--- src/rtl/crc8_frame_serializer.sv ---
// Byte-to-bit serializer feeding a bit-serial CRC8 unit: shifts payload bytes
// out MSB-first, then appends the latched CRC8 result as an 8-bit trailer.
`timescale 1ns/1ps
module crc8_frame_serializer #(
  parameter int BIT_DIV = 4
) (
  input  logic       CLK,
  input  logic       RST,
  input  logic [7:0] DIN,
  input  logic       DIN_VALID,
  input  logic       DIN_LAST,
  output logic       DIN_READY,
  output logic       SER_OUT,
  output logic       SER_STRB,
  output logic       BITVAL,
  output logic       BITSTRB,
  output logic       CRC_ENABLE,
  output logic       CRC_CLEAR,
  input  logic [7:0] CRC_IN,
  output logic       BUSY,
  output logic       FRAME_DONE
);

  typedef enum logic [2:0] {
    S_IDLE,
    S_CLR,
    S_DATA,
    S_LOAD,
    S_CRC_WAIT,
    S_CRC_SEND,
    S_DONE
  } state_t;

  localparam logic [7:0] PH_STRB = 8'(BIT_DIV / 2);
  localparam logic [7:0] PH_LAST = 8'(BIT_DIV - 1);

  state_t     state, state_nxt;
  logic [7:0] phase, phase_nxt;
  logic [2:0] bitcnt, bitcnt_nxt;
  logic       crc_clear_q;
  logic [7:0] shreg;
  logic       last_flag;

  logic       in_bits;
  logic       bit_end;
  logic       strb;
  logic       xfer;
  logic       ld_din;
  logic       ld_crc;
  logic       shift_en;

  assign in_bits = (state == S_DATA) || (state == S_CRC_SEND);
  assign bit_end = in_bits && (phase == PH_LAST);
  assign strb    = in_bits && (phase == PH_STRB);
  assign xfer    = DIN_VALID && DIN_READY;

  // Phase and bit counters always come back to zero at the end of a byte,
  // so every byte (payload or trailer) starts on a clean bit period.
  always_comb begin
    state_nxt  = state;
    phase_nxt  = phase;
    bitcnt_nxt = bitcnt;
    ld_din     = 1'b0;
    ld_crc     = 1'b0;
    shift_en   = 1'b0;

    if (in_bits) begin
      if (bit_end) begin
        phase_nxt  = 8'd0;
        shift_en   = 1'b1;
        bitcnt_nxt = bitcnt + 3'd1;
      end else begin
        phase_nxt = phase + 8'd1;
      end
    end

    case (state)
      S_IDLE: begin
        if (xfer) begin
          ld_din    = 1'b1;
          state_nxt = S_CLR;
        end
      end
      S_CLR: state_nxt = S_DATA;
      S_DATA: begin
        if (bit_end && (bitcnt == 3'd7))
          state_nxt = last_flag ? S_CRC_WAIT : S_LOAD;
      end
      S_LOAD: begin
        if (xfer) begin
          ld_din    = 1'b1;
          state_nxt = S_DATA;
        end
      end
      S_CRC_WAIT: begin
        ld_crc    = 1'b1;
        state_nxt = S_CRC_SEND;
      end
      S_CRC_SEND: begin
        if (bit_end && (bitcnt == 3'd7))
          state_nxt = S_DONE;
      end
      S_DONE:  state_nxt = S_IDLE;
      default: state_nxt = S_IDLE;
    endcase
  end

  // Control state: the only registers touched by reset.
  always_ff @(posedge CLK) begin
    if (RST) begin
      state       <= S_IDLE;
      phase       <= 8'd0;
      bitcnt      <= 3'd0;
      crc_clear_q <= 1'b1;
    end else begin
      state       <= state_nxt;
      phase       <= phase_nxt;
      bitcnt      <= bitcnt_nxt;
      crc_clear_q <= (state_nxt == S_CLR);
    end
  end

  // Datapath: shift register is only observed while a bit period is active.
  always_ff @(posedge CLK) begin
    if (ld_din) begin
      shreg     <= DIN;
      last_flag <= DIN_LAST;
    end else if (ld_crc) begin
      shreg <= CRC_IN;
    end else if (shift_en) begin
      shreg <= {shreg[6:0], 1'b0};
    end
  end

  assign DIN_READY  = (state == S_IDLE) || (state == S_LOAD);
  assign SER_OUT    = in_bits && shreg[7];
  assign BITVAL     = SER_OUT;
  assign SER_STRB   = strb;
  assign BITSTRB    = strb && (state == S_DATA);
  assign CRC_ENABLE = (state == S_DATA) || (state == S_LOAD);
  assign CRC_CLEAR  = crc_clear_q;
  assign BUSY       = (state != S_IDLE);
  assign FRAME_DONE = (state == S_DONE);

endmodule

--- config.mk ---
export PLATFORM = sky130hd
export DESIGN_NAME = crc8_frame_serializer
export DESIGN_NICKNAME = d
export VERILOG_FILES = /design/src/rtl/crc8_frame_serializer.sv
export SDC_FILE = /design/constraint.sdc
export NUM_CORES = 1
export LEC_CHECK = 0
export ABC_AREA = 1
export CAP_MARGIN = 40
export CORE_ASPECT_RATIO = 0.75
export CORE_MARGIN = 2
export CORE_UTILIZATION = 50
export DETAILED_ROUTE_END_ITERATION = 6
export MAX_ROUTING_LAYER = met4
export PLACE_DENSITY = 0.79
export SLEW_MARGIN = 20
export SYNTH_ARGS = -nofsm -noshare
export SYNTH_HDL_FRONTEND = slang
export SYNTH_SLANG_ARGS = --single-unit
--- constraint.sdc ---
create_clock -name CLK -period 1.9 [get_ports CLK]
set_clock_uncertainty 0.1 [all_clocks]
set_input_delay 0.19 -clock CLK [delete_from_list [all_inputs] [get_ports CLK]]
set_output_delay 0.19 -clock CLK [all_outputs]
set_load 0.03 [all_outputs]
; ---- Word-level counts from Yosys, hierarchy flattened
; Cells that the tools add are included.
[word_totals]
regBits = 24
latch_bits = 0
ram_bits = 0
rom_bits = 0
out_inout_bits = 9
mem_count = 0
[classes]
n_addsub = 2
n_mul = 0
div = 0
order_cmp = 0
eq_ne = 10
shifts = 0
muxes = 15
bitwise_logic = 0
reduce_logical = 14
[op_table]
columns = cell, n
row1 = 2-to-1 mux 8 bit, 4
row2 = one-hot mux 3 bit (6 select lines), 1
row3 = == test 8 x 2 -> 1 bit (second input constant), 2
row4 = 2-to-1 mux 3 bit, 5
row5 = == test 3 bit (second input constant), 4
row6 = adder 8 x 1 -> 8 bit (second input constant), 1
row7 = == test 3 x 1 -> 1 bit (second input constant), 2
row8 = == test 3 x 2 -> 1 bit (second input constant), 2
row9 = logical AND 1 bit, 6
row10 = nonzero test 3 bit, 2
row11 = 2-to-1 mux 1 bit, 5
row12 = adder 3 x 1 -> 3 bit (second input constant), 1
row13 = logical NOT 3 bit, 1
row14 = logical OR 1 bit, 3
row15 = AND reduction 2 bit, 1
row16 = OR reduction 2 bit, 1

; ---- Depth between registers and ports, before layout
; Gate-level depths: netlist (run 1).
[depth]
word_depth = 8
ltp_mapped = 8

; ---- Least setup slack after synthesis (run 1)
; Ideal clock, no wire load.
[synth_path]
kind = flip-flop to flip-flop
start = register state[1]
end = register shreg[0], enable pin
setup_time_ns = 0.337
arrival_ns = 1.538
setup_slack_ns = -0.075
path_stages_with_launch = 8
n_path_buf = 1
synth_period_minus_slack_ns = 1.975
path_cell_list = dfxtp_1 > inv_2 > nor2_2 > nand2_1 > nand2_2 > nand2_4 > buf_6 > nand3_1
[synth_via]
elab_chain_cells = 6
elab_cells_between_ends = 16
classes_between = eq/ne: 4 / mux: 5 / reduce/logical: 7
[synth_lines]
columns = item, line
row1 = start: declaration, 37  ; state_t state, state_nxt;
row2 = start signal: assignment, 116  ; state <= state_nxt;
row3 = == test 3 x 2 -> 1 bit or logical NOT 3 bit (tied branches), 135  ; assign DIN_READY = (state == S_IDLE) || (state == S_LOAD);
row4 = logical OR 1 bit (*), 135
row5 = net DIN_READY, 12  ; output logic DIN_READY,
row6 = logical AND 1 bit (*), 55  ; assign xfer = DIN_VALID && DIN_READY;
row7 = 2-to-1 mux 1 bit (*), "79, 90"
row8 = 2-to-1 mux 1 bit (*), --
row9 = nonzero test 3 bit (no source line) (*), --
row10 = end signal: assignment, 131  ; shreg <= {shreg[6:0], 1'b0};
row11 = end: declaration, 41  ; logic [7:0] shreg;
; Mark *: on every way through the listed nets, which the timed path passes. The rest lies on a longest branch.
; A chain may end at the register's enable or synchronous reset.

; ---- Worst setup path after layout (run 1)
[layout_path]
start = register state[0]
end = output port SER_OUT
[layout_via]
elab_chain_cells = 3
elab_cells_between_ends = 4
classes_between = eq/ne: 2 / reduce/logical: 2
[layout_lines]
columns = item, line
row1 = == test 3 x 2 -> 1 bit or == test 3 bit (tied branches), 52  ; assign in_bits = (state == S_DATA) || (state == S_CRC_SEND);
row2 = logical OR 1 bit (*), 52
row3 = logical AND 1 bit (*), 136  ; assign SER_OUT = in_bits && shreg[7];
row4 = end: declaration, 13  ; output logic SER_OUT,
; Mark *: on every way between the ends. The rest lies on a longest branch, timed or not.

==> results by group, run 1 <==
GRT
  • Number of global-route vias before repair: 1,171
  • GRT overflow: 0
  • Wire length of the first global-routing pass: roughly 5200 um
  • Antenna violations before repair: 0
  • All-layer global routing usage: around 22%
  • Largest net degree at the start of global routing: 16

Drt
  • Starting DRC count in detailed routing: 47
  • Routed wire length: 3028 um
  • Final routed wire length divided by cell count: 12.62 um
  • DRT antenna net count: 0
  • Detailed-route via count: between 1,000 and 1,500
  • Remaining routing DRC violations: 0
  • Detailed-route vias per instance: slightly above 5
  • Iteration count of the initial detailed-routing pass: 4

CTS
  • CTS Buf Count: 3
  • Clock tree from TritonCTS: yes
  • Number of H-tree branching levels: 1
  • Clk_lat worst skew: roughly 0.32 ns
  • Clock slew seen by the registers of the worst setup and hold paths: approximately 0.12 ns
  • Maximum root-to-sink buffer count: 2
  • Clock tree root driver cell: clkbuf_4
  • Total clock sinks: 24

STA
  • Setup ws final: about 0.12 ns
  • Final clock period utilization by the worst path: a little over nine tenths
  • Actual transition at the worst max-transition pin: about 0.31 ns
  • Final number of setup-violating endpoints: 0
  • Setup_tns: 0 ns
  • Achievable frequency: 561.6 MHz
  • Final hold violation count: 0
  • Unrepaired setup endpoints after global routing: false
  • Total count of max-transition violations in the final report: 0
  • Final Critical Period: ~1.8 ns
  • Max_slew headroom: between 70% and 80%

Final layout
  • Leading cell type in the layout, fill and taps excluded: nand2_1
  • Number of nets at the end of the flow: ~230
  • Layout cell share with drive strength beyond 1: ~18%
  • Area growth from synthesis to layout: 29.94%
  • Count of inserted antenna diode cells: 0
  • Commonest non-fill, non-tap cells in the layout: nand2_1, nor2_1, clkdlybuf4s50_1, dfxtp_1, nand3_1

Yosys
  • Gate count of the mapped netlist: between 150 and 200
  • Number of nets produced by synthesis: 193
  • Leading cell types by total area after synthesis: dfxtp_1, edfxtp_1, nand2_1
  • Post-synth top area share: between 20% and 30%
  • Largest area contributor in the netlist: dfxtp_1
  • Synth Register Bits: 24
  • Seq/Total Area, Yosys: between 40% and 50%
  • Total standard cell area after synthesis: 0.001329 mm^2
  • Count of cell types in the netlist: 28
  • Total number of yosys warnings: 0
  • Post-synthesis area per instance: 7.863 um^2

Die
  • Placeable core region: between 0.002 and 0.003 mm^2
  • Total Die Area: around 0.0031 mm^2
  • Starting density of the core: ~52%
  • Std cell rows: 16
  • Die span in x: 63.53 um
  • Top-level port count: 29
  • Die boundary height: approximately 49 um

Placed design
  • Port Buffer Count: 28
  • Detailed-placement wirelength estimate: between 2000 and 2500 um
  • Post-place setup slack: roughly 0.16 ns
  • Final GP Congestion: a little over 0.9

Power and ir drop
  • Sequential share of power: between 40% and 50%
  • Share of total power consumed by net switching: between 20% and 30%
  • Ratio of total power to cell area: around 680 mW/mm^2
  • LEAKAGE: between 0.6 and 0.7 nW
  • Clk network pwr share: 31.0%
  • Int Pwr: a little under 0.0009 W
  • Post-route total power: about 0.0012 W
  • Proportion of power drawn by combinational gates: roughly a fifth
  • Power dissipated by switching net loads: 0.0002979 W
  • Worst IR Drop VDD: ~0.71 mV

Run
  • Maxcap violations: 0

Setup path
  • Start of the worst register-to-register path: state[0]$_SDFF_PP0_
  • Register-to-register path setup slack: between 0.2 and 0.3 ns
  • Classification of the worst setup path: flip-flop to output port
  • Worst setup EP type: output port
  • Category of the worst setup path launch point: flip-flop
  • Required time at the endpoint of the critical path: ~1.6 ns
  • Largest fanout of any net on the critical path: 6
  • Cells on worst reg2reg path: 9
  • End of the worst register-to-register path: phase[5]$_SDFFE_PP0N_
  • Arrival time of data at the critical path endpoint: ~1.5 ns
  • Critical path origin: state[0]$_SDFF_PP0_

Run status
  • Result of the run: finished, final reports clean

Hold path
  • Hold path startpoint: DIN_LAST
  • Depth of the worst hold-timing path: 1
  • Destination of the worst hold path: last_flag$_DFFE_PP_
  • Min-delay worst type: input port to flip-flop
## layer usage
metal	up-vias	global-route usage (%)	share of wire [%]
met4	0	3.623	0
li1	631	-	-
met1	558	29.54	45
met2	32	35.09	50
met3	0	5.581	5.2
met5	-	-	0
## flip-flops by register name, summed over array words and instances, names as in the netlist
signal / flops
CRC_CLEAR: 1
bitcnt: 3
last_flag: 1
phase: 8
shreg: 8
state: 3
## through the flow
step | std cells | cell area, um^2 | hold slack, ns | utilization [%]
after CTS | 240 | 1720 | 0.3355 | 67.14
final | 240 | 1727 | 0.3378 | 67.38
after global routing | 240 | 1727 | 0.3224 | 67.38
after global placement | 234 | 1657 | 0.3629 | 64.65
after detailed placement | 234 | 1657 | 0.3706 | 64.65
after floorplan | 169 | 1334 | 0.1889 | -
## worst max-delay path, cell delays in order, from the launching register on
cell and delay (ns):
dfxtp_1 0.39, inv_1 0.10, nand3_2 0.12, nand2_4 0.11, clkinv_1 0.13, nor2_1 0.15, buf_4 0.18
## cell usage after synthesis
cell type / number
inv_1: 14
nand2_4: 3
nand2_2: 3
nand3_2: 2
nand4_1: 2
nand2_1: 31
nor2_2: 2
buf_2: 1
nand3_1: 16
nor3_2: 3
ha_1: 4
a211oi_2: 1
buf_4: 1
a31oi_1: 7
nor2_4: 1
nor2_1: 25
a21oi_1: 13
buf_1: 1
edfxtp_1: 9
nor3_1: 2
clkbuf_1: 1
o21ai_1: 1
clkinv_1: 1
dfxtp_1: 15
inv_2: 3
o21ai_0: 3
xor2_1: 2
buf_6: 2
## cell families after synthesis
group	Yosys count	share of synthesized area, %
AND/OR/NAND/NOR	90	33.05
buffers and inverters	24	8.285
XOR/XNOR	2	1.319
adder cells (fa/ha/maj)	4	3.767
AO/OA/AOI/OAI	25	10.64
flip-flops	24	42.94
## cell type report
cell class	count	area, um^2
clock buffer	3	22.52
clock inverter	1	30.03
fill	220	835.8
inverter	18	67.56
multi-input combinational	121	658.1
sequential	24	570.5
tap	36	45.04
timing repair buffer	37	332.8
## worst max path at each step
stage / to / slack (ns) / depth (start not counted)
final: SER_OUT / 0.12 / 6
after global routing: BITVAL / 0.009 / 6
after CTS: BITSTRB / 0.10 / 5
after detailed placement: shreg[5]$_DFFE_PP_ / 0.16 / 5
after global placement: BITSTRB / 0.22 / 5
after floorplan: shreg[0]$_DFFE_PP_ / 0.05 / 7
## repair_timing
item / in CTS / in global routing
buffers inserted: 2 / 0
resized for setup: 3 / 2
hold buffers: 0 / 0
setup endpoints to repair: 5 / 9
pin swaps: 1 / 0
endpoints found under the hold margin: 0 / 0
## power by group through the flow
| stage | Combinational, W | Sequential, W | Clock, W |
|---|---|---|---|
| CTS | 0.000228 | 0.000586 | 0.000374 |
| finish | 0.000229 | 0.000586 | 0.000367 |
| global placement | 0.000218 | 0.000596 | 0 |
| global route | 0.000251 | 0.000590 | 0.000398 |
| floorplan | 0.000132 | 0.000599 | 0 |
| detailed placement | 0.000225 | 0.000598 | 0 |
Note: power is estimated with default switching activity, not from simulation.
==> run 2: changes to the inputs <==
--- a/config.mk
+++ b/config.mk
@@ -13,7 +13,6 @@
 export DETAILED_ROUTE_END_ITERATION = 6
 export MAX_ROUTING_LAYER = met4
 export PLACE_DENSITY = 0.79
-export SLEW_MARGIN = 20
 export SYNTH_ARGS = -nofsm -noshare
 export SYNTH_HDL_FRONTEND = slang
 export SYNTH_SLANG_ARGS = --single-unit
==> results of run 2 <==
The final DEF is identical to that of run 1; final timing and power are the same.
==> run 3: changes to the inputs <==
--- a/config.mk
+++ b/config.mk
@@ -10,6 +10,7 @@
 export CORE_ASPECT_RATIO = 0.75
 export CORE_MARGIN = 2
 export CORE_UTILIZATION = 50
+export CTS_CLUSTER_SIZE = 16
 export DETAILED_ROUTE_END_ITERATION = 6
 export MAX_ROUTING_LAYER = met4
 export PLACE_DENSITY = 0.79
==> results of run 3 <==
The final DEF is identical to that of run 1; final timing and power are the same.
